[src/rtl/tile_pkg.sv]
// ---------------------------------------------------------------------------
// tile_pkg
// Shared constants for the tile pixel renderer:
//   - tile geometry (TILE_SHIFT, MAP_COLS, MAP_ROWS, MAP_SIZE)
//   - pipeline latency in pixel ticks (PIPE_DEPTH)
//   - tile type codes (TILE_FLOOR .. TILE_BOMB)
//   - 16-entry 12-bit {R,G,B} palette table
// ---------------------------------------------------------------------------
package tile_pkg;

    localparam int TILE_SHIFT = 5;
    localparam int MAP_COLS   = 20;
    localparam int MAP_ROWS   = 15;
    localparam int MAP_SIZE   = MAP_COLS * MAP_ROWS;
    localparam int PIPE_DEPTH = 3;

    localparam logic [1:0] TILE_FLOOR = 2'd0;
    localparam logic [1:0] TILE_WALL  = 2'd1;
    localparam logic [1:0] TILE_BRICK = 2'd2;
    localparam logic [1:0] TILE_BOMB  = 2'd3;

    // Index 0 is unused by the sprites and kept black.
    localparam logic [11:0] PALETTE [16] = '{
        12'h000, 12'h0A0, 12'h888, 12'h444,
        12'hB52, 12'h999, 12'h112, 12'hF00,
        12'h0F0, 12'h00F, 12'hFF0, 12'h0FF,
        12'hF0F, 12'hFFF, 12'h555, 12'hAAA
    };

endpackage

[src/rtl/tile_pixel_renderer_if.sv]
// ---------------------------------------------------------------------------
// tile_pixel_renderer_if
// Pixel-stream and map-write bundle between the sync generator / game logic
// (master) and the tile pixel renderer (slave).
//   p_tick, x_pos, y_pos, display_on, hsync_in, vsync_in : pixel stream in
//   map_wr_en, map_wr_addr, map_wr_data                   : tile map writes
//   rgb, hsync, vsync                                     : VGA outputs
// Flow: there is no back-pressure. A pixel is transferred on every clk edge
// where p_tick is 1; map writes take effect on every edge where map_wr_en is 1.
// ---------------------------------------------------------------------------
interface tile_pixel_renderer_if;

    logic        p_tick;
    logic [9:0]  x_pos;
    logic [9:0]  y_pos;
    logic        display_on;
    logic        hsync_in;
    logic        vsync_in;
    logic        map_wr_en;
    logic [8:0]  map_wr_addr;
    logic [1:0]  map_wr_data;
    logic [11:0] rgb;
    logic        hsync;
    logic        vsync;

    modport master (
        output p_tick, x_pos, y_pos, display_on, hsync_in, vsync_in,
        output map_wr_en, map_wr_addr, map_wr_data,
        input  rgb, hsync, vsync
    );

    modport slave (
        input  p_tick, x_pos, y_pos, display_on, hsync_in, vsync_in,
        input  map_wr_en, map_wr_addr, map_wr_data,
        output rgb, hsync, vsync
    );

endinterface

[src/rtl/tile_map_ram.sv]
// ---------------------------------------------------------------------------
// tile_map_ram
// 300 x 2-bit tile map, one write port and one registered read port.
//   clk      : clock
//   wr_en    : write strobe (addresses >= 300 are ignored)
//   wr_addr  : write tile index
//   wr_data  : tile type
//   rd_en    : read enable; rd_data holds while low
//   rd_addr  : read tile index (>= 300 reads back 0)
//   rd_data  : registered read data
// Same-address write and read on one edge return the old contents.
// Contents are not reset; game logic initialises the map.
// ---------------------------------------------------------------------------
module tile_map_ram
    import tile_pkg::*;
(
    input  logic       clk,
    input  logic       wr_en,
    input  logic [8:0] wr_addr,
    input  logic [1:0] wr_data,
    input  logic       rd_en,
    input  logic [8:0] rd_addr,
    output logic [1:0] rd_data
);

    logic [1:0] mem [0:MAP_SIZE-1];

    always_ff @(posedge clk) begin
        if (wr_en && (wr_addr < 9'(MAP_SIZE))) begin
            mem[wr_addr] <= wr_data;
        end
    end

    // Non-blocking read of mem gives read-before-write on a collision.
    always_ff @(posedge clk) begin
        if (rd_en) begin
            if (rd_addr < 9'(MAP_SIZE)) begin
                rd_data <= mem[rd_addr];
            end else begin
                rd_data <= 2'b00;
            end
        end
    end

endmodule

[src/rtl/tile_pixel_renderer.sv]
// ---------------------------------------------------------------------------
// tile_pixel_renderer
// Converts the sync generator's pixel position into 12-bit RGB from a 20x15
// map of 32x32 tiles, through a 3-stage pixel-tick pipeline:
//   S1 map read, S2 sprite lookup, S3 palette + blanking.
// hsync/vsync are delayed through the same three stages.
//   clk : 100 MHz clock
//   rst : synchronous reset, active low
//   bus : tile_pixel_renderer_if.slave (pixel stream, map writes, VGA out)
// Optional build macro GRID_OVERLAY_EN: visible pixels on tile column 0 or
// tile row 0 are forced black, drawing a grid.
// ---------------------------------------------------------------------------
module tile_pixel_renderer
    import tile_pkg::*;
(
    input  logic                  clk,
    input  logic                  rst,
    tile_pixel_renderer_if.slave  bus
);

    // -------------------- S1: map read --------------------
    logic [8:0] rd_addr;
    logic [1:0] s1_tile;
    logic [4:0] s1_x;
    logic [4:0] s1_y;
    logic       s1_disp;
    logic       s1_hs;
    logic       s1_vs;

    // 9-bit arithmetic; out-of-screen positions only occur while blanked.
    assign rd_addr = {4'b0000, bus.y_pos[9:TILE_SHIFT]} * 9'(MAP_COLS)
                   + {4'b0000, bus.x_pos[9:TILE_SHIFT]};

    tile_map_ram u_map (
        .clk     (clk),
        .wr_en   (bus.map_wr_en),
        .wr_addr (bus.map_wr_addr),
        .wr_data (bus.map_wr_data),
        .rd_en   (bus.p_tick),
        .rd_addr (rd_addr),
        .rd_data (s1_tile)
    );

    always_ff @(posedge clk) begin
        if (!rst) begin
            s1_x    <= '0;
            s1_y    <= '0;
            s1_disp <= 1'b0;
            s1_hs   <= 1'b0;
            s1_vs   <= 1'b0;
        end else if (bus.p_tick) begin
            s1_x    <= bus.x_pos[4:0];
            s1_y    <= bus.y_pos[4:0];
            s1_disp <= bus.display_on;
            s1_hs   <= bus.hsync_in;
            s1_vs   <= bus.vsync_in;
        end
    end

    // -------------------- S2: sprite lookup --------------------
    function automatic logic [3:0] sprite_index(
        input logic [1:0] tile,
        input logic [4:0] x,
        input logic [4:0] y
    );
        logic [4:0]  ax;
        logic [4:0]  ay;
        logic [10:0] dist2;
        logic [3:0]  idx;
        // Distances from the bomb centre (15,15); at most 16.
        ax    = (x >= 5'd15) ? (x - 5'd15) : (5'd15 - x);
        ay    = (y >= 5'd15) ? (y - 5'd15) : (5'd15 - y);
        dist2 = 11'(ax * ax) + 11'(ay * ay);
        idx   = 4'd1;
        case (tile)
            TILE_FLOOR: idx = 4'd1;
            TILE_WALL: begin
                if (x == 5'd0 || x == 5'd31 || y == 5'd0 || y == 5'd31)
                    idx = 4'd3;
                else
                    idx = 4'd2;
            end
            TILE_BRICK: begin
                // Horizontal mortar every 8 rows; vertical joints every 16
                // columns, shifted by 8 on alternating 8-row courses.
                if (y[2:0] == 3'd0 || x[3:0] == {y[3], 3'b000})
                    idx = 4'd5;
                else
                    idx = 4'd4;
            end
            TILE_BOMB: idx = (dist2 < 11'd144) ? 4'd6 : 4'd1;
            default: idx = 4'd1;
        endcase
        return idx;
    endfunction

    logic [3:0] s2_idx;
    logic       s2_disp;
    logic       s2_hs;
    logic       s2_vs;
`ifdef GRID_OVERLAY_EN
    logic       s2_grid;
`endif

    always_ff @(posedge clk) begin
        if (!rst) begin
            s2_idx  <= '0;
            s2_disp <= 1'b0;
            s2_hs   <= 1'b0;
            s2_vs   <= 1'b0;
        end else if (bus.p_tick) begin
            s2_idx  <= sprite_index(s1_tile, s1_x, s1_y);
            s2_disp <= s1_disp;
            s2_hs   <= s1_hs;
            s2_vs   <= s1_vs;
        end
    end

`ifdef GRID_OVERLAY_EN
    always_ff @(posedge clk) begin
        if (!rst) begin
            s2_grid <= 1'b0;
        end else if (bus.p_tick) begin
            s2_grid <= (s1_x == 5'd0) || (s1_y == 5'd0);
        end
    end
`endif

    // -------------------- S3: palette + blanking --------------------
    always_ff @(posedge clk) begin
        if (!rst) begin
            bus.rgb   <= '0;
            bus.hsync <= 1'b0;
            bus.vsync <= 1'b0;
        end else if (bus.p_tick) begin
            bus.hsync <= s2_hs;
            bus.vsync <= s2_vs;
`ifdef GRID_OVERLAY_EN
            if (!s2_disp || s2_grid)
                bus.rgb <= 12'h000;
            else
                bus.rgb <= PALETTE[s2_idx];
`else
            if (!s2_disp)
                bus.rgb <= 12'h000;
            else
                bus.rgb <= PALETTE[s2_idx];
`endif
        end
    end

endmodule

[src/flat_wrapper.sv]
// flat-port wrapper written by rule: the top's interface ports become plain ports
module tile_pixel_renderer_flat import tile_pkg::*;
  (clk, rst, bus_p_tick, bus_x_pos, bus_y_pos, bus_display_on, bus_hsync_in, bus_vsync_in, bus_map_wr_en, bus_map_wr_addr, bus_map_wr_data, bus_rgb, bus_hsync, bus_vsync);
  tile_pixel_renderer_if bus_i ();
  input  logic clk;
  input  logic rst;
  input wire logic [$bits(bus_i.p_tick)-1:0] bus_p_tick;
  input wire logic [$bits(bus_i.x_pos)-1:0] bus_x_pos;
  input wire logic [$bits(bus_i.y_pos)-1:0] bus_y_pos;
  input wire logic [$bits(bus_i.display_on)-1:0] bus_display_on;
  input wire logic [$bits(bus_i.hsync_in)-1:0] bus_hsync_in;
  input wire logic [$bits(bus_i.vsync_in)-1:0] bus_vsync_in;
  input wire logic [$bits(bus_i.map_wr_en)-1:0] bus_map_wr_en;
  input wire logic [$bits(bus_i.map_wr_addr)-1:0] bus_map_wr_addr;
  input wire logic [$bits(bus_i.map_wr_data)-1:0] bus_map_wr_data;
  output wire logic [$bits(bus_i.rgb)-1:0] bus_rgb;
  output wire logic [$bits(bus_i.hsync)-1:0] bus_hsync;
  output wire logic [$bits(bus_i.vsync)-1:0] bus_vsync;
  assign bus_i.p_tick = bus_p_tick;
  assign bus_i.x_pos = bus_x_pos;
  assign bus_i.y_pos = bus_y_pos;
  assign bus_i.display_on = bus_display_on;
  assign bus_i.hsync_in = bus_hsync_in;
  assign bus_i.vsync_in = bus_vsync_in;
  assign bus_i.map_wr_en = bus_map_wr_en;
  assign bus_i.map_wr_addr = bus_map_wr_addr;
  assign bus_i.map_wr_data = bus_map_wr_data;
  assign bus_rgb = bus_i.rgb;
  assign bus_hsync = bus_i.hsync;
  assign bus_vsync = bus_i.vsync;
  tile_pixel_renderer u_core (.clk(clk), .rst(rst), .bus(bus_i));
endmodule
[config.mk]
export PLATFORM = sky130hd
export DESIGN_NAME = tile_pixel_renderer_flat
export DESIGN_NICKNAME = d
export VERILOG_FILES = /design/src/rtl/tile_pkg.sv /design/src/rtl/tile_pixel_renderer_if.sv /design/src/rtl/tile_map_ram.sv /design/src/rtl/tile_pixel_renderer.sv /design/src/flat_wrapper.sv
export SDC_FILE = /design/constraint.sdc
export NUM_CORES = 1
export LEC_CHECK = 0
export CORE_UTILIZATION = 55
export CTS_CLUSTER_DIAMETER = 200
export CTS_CLUSTER_SIZE = 16
export DETAILED_ROUTE_END_ITERATION = 12
export PLACE_DENSITY = 0.73
export SETUP_SLACK_MARGIN = 0.5
export SLEW_MARGIN = 20
export SYNTH_ARGS = -nofsm -noshare
export SYNTH_HDL_FRONTEND = slang
export SYNTH_SLANG_ARGS = --single-unit
[constraint.sdc]
create_clock -name clk -period 6.7 [get_ports clk]
set_clock_uncertainty 0.05 [all_clocks]
set_input_delay 1.34 -clock clk [delete_from_list [all_inputs] [get_ports clk]]
set_output_delay 1.34 -clock clk [all_outputs]
set_load 0.01 [all_outputs]
# [Yosys cells after proc, flatten, opt, wreduce, memory -nomap -nowiden]
# Memories as Yosys holds them, arrays and structs flattened. A register that Yosys moved wholly into a read port is not among the register bits.
# Cells that the tools add are included.
[op_classes] reduce_logical=10 eq_ne=6 n_lt_le_gt_ge=6 n_mul=3 mux=11 bitwise_logic=1 n_addsub=6
[op_table] op="2-to-1 mux 12 bit" n=3
[op_table] op="multiplier 5 x 5 -> 10 bit" n=2
[op_table] op="less-than comparator 9 bit (second input constant)" n=2
[op_table] op="case mux 4 bit (4 select lines)" n=1
[op_table] op="adder 10 x 10 -> 11 bit" n=1
[op_table] op="less-than comparator 11 x 8 -> 1 bit (second input constant)" n=1
[op_table] op="equality test 5 bit (second input constant)" n=2
[op_table] op="greater-or-equal comparator 5 x 4 -> 1 bit (second input constant)" n=2
[op_table] op="logical NOT 5 bit" n=2
[op_table] op="2-to-1 mux 5 bit" n=2
[op_table] op="subtractor 4 x 5 -> 5 bit (first input constant)" n=2
[op_table] op="subtractor 5 x 4 -> 5 bit (second input constant)" n=2
[op_table] op="adder 9 x 5 -> 9 bit" n=1
[op_table] op="multiplier 5 x 3 -> 7 bit (second input constant)" n=1
[op_table] op="greater-or-equal comparator 5 bit (second input constant)" n=1
[op_table] op="NOT 4 -> 5 bit" n=1
[op_table] op="equality test 2 bit (second input constant)" n=2
[op_table] op="equality test 4 bit" n=1
[op_table] op="logical OR 1 bit" n=4
[op_table] op="2-to-1 mux 1 bit" n=4
[op_table] op="logical NOT 3 bit" n=1
[op_table] op="2-to-1 mux 3 bit" n=1
[op_table] op="equality test 2 x 1 -> 1 bit (second input constant)" n=1
[op_table] op="logical NOT 2 bit" n=1
[op_table] op="2 further kinds" n=2
[word_totals] mem_bits_rw=600 mem_count=2 romBits=192 inputBits=38 wordCells=57 register_bits=34
[mem_list] memory="u_core.u_map.mem" words=300 width=2 rd=1 rd_clocked_by_memory_dff=1 wr=1 line_no="tile_map_ram.sv:26" rtl="logic [1:0] mem [0:MAP_SIZE-1];"
[mem_list] memory="(name not given)" words=16 width=12 rd=1 rd_clocked_by_memory_dff=0 wr=0 line_no="tile_pixel_renderer.sv:147" rtl="bus.rgb <= PALETTE[s2_idx];"

# [Longest topological paths before layout]
[logic_depth] depth_word=7 mapped_depth=25

# [By module]
# A second synthesis with hierarchy kept.
[hier_totals] cells_unflattened=1835 hier_area_um2=28188.3
[modules_own_cells] mod="tile_map_ram" area_per_inst_um2=24916.4 cells_per_inst=1466 n_inst=1
[modules_own_cells] mod="tile_pixel_renderer" area_per_inst_um2=3271.9 cells_per_inst=369 n_inst=1

# [Worst setup path before layout]
# No wires, ideal clock.
[synth_path] path_type="reg2reg" start="register u_core.s1_y[0]" end="register u_core.s2_idx[0]" path_buffers=0 slack_ps=912 synth_period_minus_slack_ps=5788 arrival_ps=5616 required_time_ps=6528 path_stages_with_launch=24 setup_ps=122 cell_sequence="dfxtp_1 ha_1 and3_1 ha_1 nor2_1 a31oi_1 xnor2_1 nand2_1 fa_1 inv_1 fa_1 inv_1 fa_1 inv_1 fa_1 fa_1 ha_1 o21a_1 o21a_1 o41ai_2 o221a_2 o31a_1 o211ai_1 o311a_1"
[synth_via] elab_chain_len=7 word_cells_on_any_way=17
[synth_lines] item="start: declaration" line_no="tile_pixel_renderer.sv:25" rtl="logic [4:0] s1_y;"
[synth_lines] item="start signal: assignment" line_no="tile_pixel_renderer.sv:53" rtl="s1_y <= bus.y_pos[4:0];"
[synth_lines] item="subtractor 4 x 5 -> 5 bit (tied with other cells)" line_no="tile_pixel_renderer.sv:72" rtl="ay = (y >= 5'd15) ? (y - 5'd15) : (5'd15 - y);"
[synth_lines] item="2-to-1 mux 5 bit" line_no="tile_pixel_renderer.sv:72"
[synth_lines] item="multiplier 5 x 5 -> 10 bit" line_no="tile_pixel_renderer.sv:73" rtl="dist2 = 11'(ax * ax) + 11'(ay * ay);"
[synth_lines] item="adder 10 x 10 -> 11 bit" line_no="tile_pixel_renderer.sv:73"
[synth_lines] item="less-than comparator 11 x 8 -> 1 bit" line_no="tile_pixel_renderer.sv:91" rtl="TILE_BOMB: idx = (dist2 < 11'd144) ? 4'd6 : 4'd1;"
[synth_lines] item="2-to-1 mux 3 bit" line_no="tile_pixel_renderer.sv:91"
[synth_lines] item="case mux 4 bit (4 select lines) *" line_no="tile_pixel_renderer.sv:75" rtl="case (tile)"
[synth_lines] item="end signal: assignment" line_no="tile_pixel_renderer.sv:112" rtl="s2_idx <= sprite_index(s1_tile, s1_x, s1_y);"
[synth_lines] item="end: declaration" line_no="tile_pixel_renderer.sv:97" rtl="logic [3:0] s2_idx;"
# Every way passes the cells marked *; elsewhere a longest branch is shown, timed or not. The select of a mux whose other input is x is not followed.
# A chain may end at the register's enable or synchronous reset.

# [Worst setup path in the final report]
# Ends and elaborated chain as after synthesis.

==> flow_summary.toml <==
[global_routing]
grt_pass1_wl_um = 95200
grt_max_degree = 218
antenna_found_initial = 0
overflow = 0
track_usage_pct = 24.6
grt_pass1_vias = 15705

[synth]
post-synth-top-area-fraction_pct = 64.2
avgSynthCellArea_um2 = 16.1
synth_fa_ha_area_share_pct = 3.65
async_flop_share_pct = 0
synth.area.mux_share_pct = 14.7
synth_top_family_by_area = "multiplexers"
yosys.cell_types.count = 71
syn-instance-count = 1746
synth_seq_area_share_pct = 66.6
synthFlopType = "edfxtp_1"
yosysWarnings = 0
syn_nets = 1853
netlist_area_mm2 = 0.0281
synth_compound_area_share_pct = 3.97
ys_top_cells_by_area = "edfxtp_1, mux4_2, mux4_1"
synth_edf_count = 602
synth-xor-area-share_pct = 0.467
ys_seq_elements = 635
synthSimpleGateAreaFrac_pct = 7.50
yosysTopAreaCell = "edfxtp_1"

[timing]
rsz0062_at_grt = "no"
setup_tns_ns = 0
hold_violations = 0
fin_ws_ns = 0.720
timing.final.crit_period_ns = 5.98
setup_viol = 0
drv_slew = 0
max_freq_ghz = 0.167
max_slew_margin_pct = 31.9
finalCritPeriodShare_pct = 89.3
tightest_slew_ns = 1.02

[route]
routed_wl_um = 63400
ant_nets = 0
vias_per_cell = 6.33
dr.pass1.iters = 6
vias = 15512
drc = 0
drtIter0Drc = 2077
avgRoutedWirePerCell_um = 25.9

[critical_path]
rr_worst_depth = 23
r2r_slack_ns = 0.72
path_common_cell = "fa_1"
path_buf_inv = 4
critPathMaxFanout = 7
cp_top_family = "adder cells"
r2r_start = "u_core.s1_y[0]"
arrival_ns = 6.40
crit_cells = 23
end_kind = "flop"
start_kind = "flop"
critPathSlowestCell = "fa_1"
worstReg2RegEnd = "u_core.s2_idx[0]"
slowest_delay_ns = 0.53
crit_end = "u_core.s2_idx[0]"
worstPathCellList = "ha_1, and3_1, ha_1, nor2_4, a21oi_1, xnor2_1, inv_1, fa_1, inv_1, fa_1, inv_1, fa_1, inv_1, fa_1, fa_1, ha_4, o21a_1, o21a_1, o41ai_4, o221a_2, o31a_1, o211ai_1, o311a_1"
crit_type = "flop to flop"
worstPathRequired_ns = 7.12
crit_start = "u_core.s1_y[0]"

[clocking]
clk_path_buf_depth = 3
clock-sinks = 635
cts_tree = "yes"
cts_made_buffers = 45
insertion_delay_ns = 0.62
htree_levels = 2
clk_pin_slew_ns = 0.07
hold_buffers = 0
clock-root-buffer = "clkbuf_16"

[layout]
syn_to_final_growth_pct = 8.09
multi_input_area_mm2 = 0.00865
regArea_mm2 = 0.0187
drive_gt1_share_pct = 11.3
nets = 1870
antenna_cells = 0
fillers = 3699

[die]
boundaryPins = 52
die_h_um = 228
rows = 82
die_area_mm2 = 0.0521
core_area_mm2 = 0.0503
fp.dieW_um = 228
start_util_pct = 56.0

[placed_design]
dp_hpwl_um = 36600
gp_congestion = 0.859
io_buffers = 51
place_ws_ns = 0.299

[pwr]
power_density_mw_per_mm2 = 278
vdd_drop_max_v = 0.000227
p_leak_nw = 9.83

[hold_path]
hold_class = "flop to flop"

[flow_run]
cap_viol_max_count = 0

[run_status]
run_status = "completed"
==> cells by family (layout without fill, tap and decap cells) <==
kind of cell | Yosys count | after routing
adder cells (fa/ha/maj) | 69 | 69
AND/OR/NAND/NOR | 497 | 497
multiplexers | 221 | 221
flip-flops | 635 | 635
AO/OA/AOI/OAI | 154 | 154
buffers and inverters | 155 | 188
XOR/XNOR | 15 | 15
==> routing by layer <==
| metal | share of wire [%] | routed length [µm] | track usage [%] | up-vias |
|---|---|---|---|---|
| met5 | 0 | 0 | 0 | - |
| met4 | 2.6 | 1670 | 7.80 | 0 |
| met3 | 9.7 | 6150 | 5.38 | 107 |
| met2 | 47 | 30000 | 38.4 | 740 |
| met1 | 40 | 25600 | 34.8 | 7881 |
| li1 | - | - | - | 6784 |
==> timing repair <==
item | 4_1_cts | 5_1_grt
pin swaps | 4 | 4
gates resized for setup | 3 | 14
endpoints found under the setup margin | 3 | 3
buffers inserted | 2 | 1
==> worst reg2reg max path: cells and delay by family, from the launching register on <==
kind,cells,cell delay (ns)
DFF,1,0.37
and+or+nand+nor,2,0.35
AOI/OAI and AO/OA,8,1.47
xor gates and xnor gates,1,0.25
adders and majority gates,8,3.07
buffers and inverters,4,0.32
==> cells in the mapped netlist (all sizes together) (6+ instances only) <==
master and n:
edfxtp 602, nor2 332, mux4 138, mux2i 81, clkbuf 57, nand2 53
buf 49, ha 47, inv 47, a21oi 36, nor2b 34, dfxtp 33
nand3 30, fa 22, o21ai 22, o221ai 14, a22oi 13, nor3 12
a221oi 11, and2 9, xor2 8, a21boi 7, xnor2 7, a31oi 6
nand4 6
==> metrics by stage <==
step / total power [mW] / hold WS (ns) / area, µm² / std cells / utilization, %
after floorplan: 5.48 / 0.432 / 28100 / 1746 / -
after global placement: 5.84 / 0.419 / 29100 / 2385 / 57.8
after detailed placement: 5.92 / 0.421 / 29100 / 2385 / 57.8
after CTS: 8.40 / 0.433 / 30400 / 2450 / 60.4
after global routing: 8.76 / 0.456 / 30400 / 2451 / 60.5
final: 8.47 / 0.430 / 30400 / 2451 / 60.5
==> placed cells by master (no fill, tap or decap), types with 6 or more instances in the layout <==
master / netlist / routed
clkdlybuf4s50_1: 0 / 47
nand3_1: 30 / 27
xnor2_1: 7 / 6
nor3_1: 12 / 12
o221ai_1: 14 / 14
buf_4: 8 / 22
clkbuf_16: 0 / 45
a21boi_0: 7 / 7
a22oi_1: 13 / 13
mux4_2: 86 / 86
nand2_1: 53 / 45
xor2_1: 8 / 7
inv_1: 47 / 47
edfxtp_1: 602 / 602
and2_1: 9 / 9
ha_1: 47 / 45
a221oi_1: 7 / 7
nand2_2: 0 / 7
nor2b_1: 34 / 34
dfxtp_1: 33 / 29
nor2_1: 332 / 331
mux4_1: 52 / 52
a21oi_1: 36 / 35
clkbuf_1: 54 / 14
o21ai_0: 17 / 17
fa_1: 22 / 21
nand4_1: 6 / 6
mux2i_1: 81 / 81
==> how the worst min path moves through the flow <==
stage	slack (ns)	startpoint	cells after the start	end
finish	0.43	u_core.bus.rgb[8]	2	u_core.bus.rgb[8]
global route	0.46	u_core.bus.rgb[8]	2	u_core.bus.rgb[8]
CTS	0.43	u_core.bus.rgb[8]	2	u_core.bus.rgb[8]
detailed placement	0.42	u_core.bus.rgb[8]	2	u_core.bus.rgb[8]
global placement	0.42	u_core.bus.rgb[8]	2	u_core.bus.rgb[8]
floorplan	0.43	u_core.s1_disp	2	u_core.s1_disp
==> report_power, final <==
| part | internal, mW | leakage (nW) | switching [mW] |
|---|---|---|---|
| clock network | 1.24 | 0.597 | 1.30 |
| logic | 0.642 | 3.55 | 0.903 |
| registers | 4.36 | 5.68 | 0.0292 |
==> layout make-up <==
type | count | area share [%]
flip-flops and latches | 635 | 61.6
multi-input cells | 956 | 28.4
clock buffers | 59 | 3.87
well taps | 672 | 2.76
repair buffers | 77 | 2.51
inverters | 48 | 0.592
clock inverters | 4 | 0.218
==> state kept, by name (all words and copies together), names as in the netlist <==
name and count:
u_core.bus.hsync 1, u_core.bus.rgb 12, u_core.bus.vsync 1, u_core.s1_disp 1, u_core.s1_hs 1, u_core.s1_vs 1, u_core.s1_x 5, u_core.s1_y 5
u_core.s2_disp 1, u_core.s2_hs 1, u_core.s2_idx 3, u_core.s2_vs 1, u_core.u_map.mem 600, u_core.u_map.rd_data 2
Power figures use the tool's default switching activity.
